==> src/rtl/fifo_burst_reader_pkg.sv <==
// Shared FSM encoding and skid buffer sizing for fifo_burst_reader.
package fifo_burst_reader_pkg;

  localparam int unsigned SKID_DEPTH = 2;
  localparam int unsigned SKID_CNT_W = $clog2(SKID_DEPTH + 1);

  typedef enum logic [1:0] {
    ST_IDLE  = 2'd0,
    ST_RUN   = 2'd1,
    ST_DRAIN = 2'd2,
    ST_DONE  = 2'd3
  } state_t;

endpackage

==> src/rtl/fifo_burst_reader_rd_skid_buf.sv <==
// rd_skid_buf: 2-entry FIFO-ordered skid buffer between the FIFO read port and the stream.
// The writer guarantees space (credit rule in the parent); no full check here.
module rd_skid_buf
  import fifo_burst_reader_pkg::*;
#(
  parameter int unsigned WIDTH = 8
) (
  input  logic                  clk,
  input  logic                  rst,
  input  logic                  wr_en,
  input  logic [WIDTH-1:0]      wr_data,
  output logic                  rd_valid,
  input  logic                  rd_ready,
  output logic [WIDTH-1:0]      rd_data,
  output logic [SKID_CNT_W-1:0] count
);

  logic [WIDTH-1:0]      mem_q [SKID_DEPTH];
  logic                  wr_ptr_q;
  logic                  rd_ptr_q;
  logic [SKID_CNT_W-1:0] cnt_q;
  logic                  xfer_c;

  assign xfer_c   = rd_valid & rd_ready;
  assign rd_valid = (cnt_q != '0);
  assign rd_data  = mem_q[rd_ptr_q];
  assign count    = cnt_q;

  // Entry storage, pointers and occupancy; simultaneous write and read keeps count.
  always_ff @(posedge clk or negedge rst) begin
    if (!rst) begin
      for (int unsigned i = 0; i < SKID_DEPTH; i++) mem_q[i] <= '0;
      wr_ptr_q <= 1'b0;
      rd_ptr_q <= 1'b0;
      cnt_q    <= '0;
    end else begin
      if (wr_en) begin
        mem_q[wr_ptr_q] <= wr_data;
        wr_ptr_q        <= ~wr_ptr_q;
      end
      if (xfer_c) rd_ptr_q <= ~rd_ptr_q;
      cnt_q <= cnt_q + SKID_CNT_W'(wr_en) - SKID_CNT_W'(xfer_c);
    end
  end

endmodule

==> src/rtl/fifo_burst_reader.sv <==
// fifo_burst_reader: pops burst_len words from the single-clock FIFO and re-presents
// them as a valid/ready stream. Optional macro FIFO_RD_PARITY_EN adds out_par
// (XOR reduction of out_data, stored alongside each skid entry).
module fifo_burst_reader
  import fifo_burst_reader_pkg::*;
#(
  parameter int unsigned DATAWIDTH = 8,
  parameter int unsigned LENWIDTH  = 8
) (
  input  logic                 clk,
  input  logic                 rst,
  input  logic                 start,
  input  logic [LENWIDTH-1:0]  burst_len,
  input  logic                 f_empty,
  input  logic [DATAWIDTH-1:0] fifo_data,
  output logic                 rd_en,
  output logic                 out_valid,
  input  logic                 out_ready,
  output logic [DATAWIDTH-1:0] out_data,
  output logic                 busy,
  output logic                 done
`ifdef FIFO_RD_PARITY_EN
  ,
  output logic                 out_par
`endif
);

`ifdef FIFO_RD_PARITY_EN
  localparam int unsigned ENTRY_W = DATAWIDTH + 1;
`else
  localparam int unsigned ENTRY_W = DATAWIDTH;
`endif
  localparam int unsigned OCC_W = SKID_CNT_W + 1;

  state_t                state_q, state_d;
  logic [LENWIDTH-1:0]   len_q;
  logic [LENWIDTH-1:0]   issued_q;
  logic [LENWIDTH-1:0]   accepted_q;
  logic                  inflight_q;
  logic [SKID_CNT_W-1:0] skid_cnt;
  logic [ENTRY_W-1:0]    skid_wr_data;
  logic [ENTRY_W-1:0]    skid_rd_data;
  logic [OCC_W-1:0]      occ_c;
  logic                  xfer_c;
  logic                  start_ok_c;

  assign xfer_c     = out_valid & out_ready;
  assign start_ok_c = (state_q == ST_IDLE) && start && (burst_len != '0);

  // Words owed to the skid buffer once this cycle's transfer leaves; a new pop needs a free slot.
  assign occ_c = OCC_W'(skid_cnt) + OCC_W'(inflight_q) - OCC_W'(xfer_c);

  assign rd_en = (state_q == ST_RUN) && !f_empty && (issued_q < len_q)
                 && (occ_c < OCC_W'(SKID_DEPTH));

  assign busy = (state_q != ST_IDLE);
  assign done = (state_q == ST_DONE);

`ifdef FIFO_RD_PARITY_EN
  assign skid_wr_data = {^fifo_data, fifo_data};
  assign out_par      = skid_rd_data[DATAWIDTH];
`else
  assign skid_wr_data = fifo_data;
`endif
  assign out_data = skid_rd_data[DATAWIDTH-1:0];

  // FIFO data_out is valid the cycle after a pop, so capture is driven by the inflight flag.
  rd_skid_buf #(
    .WIDTH(ENTRY_W)
  ) u_skid (
    .clk     (clk),
    .rst     (rst),
    .wr_en   (inflight_q),
    .wr_data (skid_wr_data),
    .rd_valid(out_valid),
    .rd_ready(out_ready),
    .rd_data (skid_rd_data),
    .count   (skid_cnt)
  );

  // State register.
  always_ff @(posedge clk or negedge rst) begin
    if (!rst) state_q <= ST_IDLE;
    else      state_q <= state_d;
  end

  // Next-state logic; RUN leaves on the final pop so no extra idle cycle is spent.
  always_comb begin
    state_d = state_q;
    unique case (state_q)
      ST_IDLE: begin
        if (start) state_d = (burst_len != '0) ? ST_RUN : ST_DONE;
      end
      ST_RUN: begin
        if (rd_en && ((issued_q + LENWIDTH'(1)) == len_q)) state_d = ST_DRAIN;
      end
      ST_DRAIN: begin
        if (xfer_c && ((accepted_q + LENWIDTH'(1)) == len_q)) state_d = ST_DONE;
      end
      ST_DONE: state_d = ST_IDLE;
      default: state_d = ST_IDLE;
    endcase
  end

  // Burst length capture, pop/accept counters and the read-latency flag.
  always_ff @(posedge clk or negedge rst) begin
    if (!rst) begin
      len_q      <= '0;
      issued_q   <= '0;
      accepted_q <= '0;
      inflight_q <= 1'b0;
    end else begin
      inflight_q <= rd_en;
      if (start_ok_c) begin
        len_q      <= burst_len;
        issued_q   <= '0;
        accepted_q <= '0;
      end else begin
        if (rd_en)  issued_q   <= issued_q + LENWIDTH'(1);
        if (xfer_c) accepted_q <= accepted_q + LENWIDTH'(1);
      end
    end
  end

endmodule

==> config.mk <==
export PLATFORM = sky130hd
export DESIGN_NAME = fifo_burst_reader
export DESIGN_NICKNAME = d
export VERILOG_FILES = /design/src/rtl/fifo_burst_reader_pkg.sv /design/src/rtl/fifo_burst_reader_rd_skid_buf.sv /design/src/rtl/fifo_burst_reader.sv
export SDC_FILE = /design/constraint.sdc
export NUM_CORES = 1
export LEC_CHECK = 0
export BUFFER_PORTS_ARGS = -buffer_cell sky130_fd_sc_hd__buf_2
export CAP_MARGIN = 20
export CELL_PAD_IN_SITES_DETAIL_PLACEMENT = 1
export CELL_PAD_IN_SITES_GLOBAL_PLACEMENT = 2
export CORE_ASPECT_RATIO = 1.25
export CORE_UTILIZATION = 37
export CTS_CLUSTER_DIAMETER = 40
export DETAILED_ROUTE_END_ITERATION = 8
export PLACE_DENSITY = 0.8
export SETUP_SLACK_MARGIN = 0.4
export SLEW_MARGIN = 25
export SYNTH_ARGS = -nofsm -noshare
export SYNTH_HDL_FRONTEND = slang
export SYNTH_SLANG_ARGS = --single-unit
==> constraint.sdc <==
create_clock -name clk -period 4.15 [get_ports clk]
set_input_delay 0.6225 -clock clk [delete_from_list [all_inputs] [get_ports clk]]
set_output_delay 0.6225 -clock clk [all_outputs]
set_load 0.01 [all_outputs]
==> run metrics <==
status completed; total clock buffers created by CTS 5; initial antenna violation count 0; Tmin final 3.50 ns; H-tree Lvls 2; Layout Cells excl Fill 412; origin of the critical flop-to-flop path u_skid.count[1]; via count 2,203; Async S/R FF share, synth 100%; Worst Path Required 3.53 ns; synthesized netlist net count 330; Post-synth EDFFs 0; ANT cells 0; Worst slew margin 51.8%; sequential share of the synthesized area 40.7%; CP max FO 5; CTS Root Cell clkbuf_8; DR vias/cell 5.35; CTS tree yes; Area Overhead vs Synth 12.8%; die area 8180 um^2; Buf+Inv Stages, Crit Path 4; Crit-path slowest cell fa_1; Synth cell types 47; Iteration-0 DRC Markers 83; Clock transition at path regs 0.10 ns; final hold slack 0.315 ns; GP Congestion 0.769; GR Overflow Total 0; Max IR drop VDD 191 uV; CTS hold repair buffers 0; vias in the first global route 2,401; MaxCap Viol Count 0; Worst path depth 12; largest cells by area after synthesis dfrtp_1 (41%), mux2_2 (9.7%), ha_1 (7.4%); setup slack, reg-to-reg 0.85 ns; fin nets 358; largest family of logic cells by synthesized area simple AND/OR/NAND/NOR gates; setup repair after global routing missed its margin no; Synth area leader dfrtp_1; Clock Tree Buf Depth 2; share of layout cells above drive strength 1 24.4%; mux cell area share after synthesis 10.1%; drt drc 0; die span in y 101 um; Seq cells post-synth 47; Worst-Margin Slew 0.721 ns; Core ar. 7490 um^2; post-route ant nets 0; crit-path most repeated cell inv_1; DR WL/cell 16.7 um; Crit Path Category reg -> out; largest stage delay on the critical path 0.48 ns; Die W 81.1 um; reg2reg end state_q[1]; prevailing post-synth register cell dfrtp_1; post-synthesis compound-gate area fraction 11.2%; Reg2Reg Depth 13; clk_skew 0.00457 ns; CP top delay family adder cells; Inst Count DP 403; Post-Synth XOR/XNOR Area 9.08%; worst min path class in -> async; Leak 1.51 nW; Syn. warnings 0; drt pass-1 iters 4; post-synthesis simple-gate area fraction 16.2%; Synth Area in Adders 8.04%; period utilization 84.2%; P per Cell Area 389 nW/um^2; Row Count 35; Final Hold Fails 0; Post-Syn Area 2890 um^2; Setup TNS 0 ns; drt total wl 6870 um; first-pass GRT wire length 11,800 um; pin count of the biggest net entering global routing 48; Mapped Cells 291; Worst-Skew Late Latency 0.31 ns; Startpoint Class flip-flop; Max Fclk 286 MHz; Slew Viols, Final 0; Worst setup EP type primary output; Avg Synthesized Cell Area 9.94 um^2; Initial Utilization 38.6%; CTS Sinks 47; critical path, cell by cell o21ai_2 > inv_1 > ha_1 > inv_1 > ha_1 > fa_1 > nor4b_2 > o211ai_1 > a21oi_2 > nand2_1 > inv_1 > buf_2; Top-Level Pins 33; final setup fails 0; Arr. time, crit path 2.87 ns; Tot GR Track Use 19.1%; hpwl dp 5140 um; port buffer count 32; Synth top area share 40.7%
==> Yosys cell counts, types with 2 or more instances <==
| cell type | n |
|---|---|
| dfrtp_1 | 47 |
| mux2_2 | 25 |
| nand2_1 | 23 |
| inv_1 | 20 |
| nor2_1 | 18 |
| ha_1 | 17 |
| xnor2_1 | 17 |
| xor2_1 | 13 |
| o21ai_0 | 11 |
| a21oi_1 | 10 |
| nand3_1 | 9 |
| nor2b_1 | 8 |
| clkbuf_1 | 7 |
| buf_2 | 6 |
| nand4_1 | 6 |
| nor3_1 | 5 |
| a211oi_1 | 4 |
| and3_1 | 4 |
| o211ai_1 | 4 |
| nor4_1 | 3 |
| and2_1 | 2 |
| and4_1 | 2 |
| nand2b_1 | 2 |
| nor4b_1 | 2 |
| o21a_1 | 2 |
| o311a_1 | 2 |
| or3_1 | 2 |
==> report_power, final <==
group,switching (mW),total [mW],internal [mW],leakage [nW]
Clock,0.176,0.359,0.183,0.0587
Combinational,0.159,0.311,0.151,0.881
Sequential,0.0935,0.599,0.505,0.570
==> cells by family after synthesis <==
family / after synthesis
multiplexers: 26
AND/OR/NAND/NOR: 91
XOR/XNOR: 30
AO/OA/AOI/OAI: 45
buffers and inverters: 34
flip-flops: 47
adder cells (fa/ha/maj): 18
==> per-layer routing <==
| metal | vias to the layer above | GRT usage (%) | wire [um] |
|---|---|---|---|
| li1 | 1066 | - | - |
| met1 | 1110 | 22.5 | 2920 |
| met2 | 19 | 35.2 | 3740 |
| met3 | 8 | 2.71 | 118 |
| met4 | 0 | 5.08 | 89 |
| met5 | - | 0 | 0 |
==> metrics by stage <==
stage	utilization (%)	setup WS (ns)	cell area (um^2)	power [mW]
after global placement	41.7	0.504	3130	0.909
after floorplan	-	0.601	2890	0.814
after detailed placement	41.8	0.414	3130	0.921
after CTS	43.4	0.536	3250	1.28
after global routing	43.6	0.395	3260	1.35
final	43.6	0.654	3260	1.27
==> worst max path at each step <==
stage / start / endpoint / slack, ns
floorplan: out_ready / state_q[1] / 0.60
global placement: out_ready / rd_en / 0.50
detailed placement: out_ready / rd_en / 0.41
CTS: u_skid.count[1] / rd_en / 0.54
global route: u_skid.count[1] / rd_en / 0.39
finish: u_skid.count[1] / rd_en / 0.65
==> flip-flops by register name, summed over array words and instances (netlist names) <==
| name | count |
|---|---|
| len_q | 8 |
| u_skid.wr_ptr_q | 1 |
| u_skid.mem_q | 16 |
| u_skid.rd_ptr_q | 1 |
| inflight_q | 1 |
| u_skid.count | 2 |
| state_q | 2 |
| issued_q | 8 |
| accepted_q | 8 |
==> cells in the final DEF, fill, tap and decap left out, types with 2 or more instances in the layout <==
| cell type | netlist | final |
|---|---|---|
| a211oi_1 | 4 | 4 |
| a21oi_1 | 10 | 9 |
| a21oi_2 | 1 | 2 |
| and2_1 | 2 | 2 |
| and3_1 | 4 | 4 |
| and4_1 | 2 | 2 |
| buf_2 | 6 | 31 |
| buf_4 | 0 | 4 |
| clkbuf_8 | 0 | 5 |
| dfrtp_1 | 47 | 47 |
| ha_1 | 17 | 17 |
| inv_1 | 20 | 20 |
| mux2_2 | 25 | 25 |
| nand2_1 | 23 | 23 |
| nand2b_1 | 2 | 2 |
| nand3_1 | 9 | 9 |
| nand4_1 | 6 | 6 |
| nor2_1 | 18 | 18 |
| nor2b_1 | 8 | 8 |
| nor3_1 | 5 | 5 |
| nor4_1 | 3 | 3 |
| o211ai_1 | 4 | 4 |
| o21a_1 | 2 | 2 |
| o21ai_0 | 11 | 11 |
| o311a_1 | 2 | 2 |
| or3_1 | 2 | 2 |
| xnor2_1 | 17 | 17 |
| xor2_1 | 13 | 13 |
==> final cells by class <==
cell class / instances / area (um^2)
timing repair buffer: 35 / 185
sequential: 47 / 1180
tap: 92 / 115
inverter: 20 / 75.1
clock buffer: 5 / 68.8
clock inverter: 3 / 47.5
multi-input combinational: 210 / 1590
fill: 870 / 4230
==> what timing repair did <==
| item | in CTS | in global routing |
|---|---|---|
| resized for setup | 0 | 2 |
| buffers inserted | 1 | 0 |
| setup endpoints to repair | 1 | 1 |
Note: power is estimated with default switching activity, not from simulation.
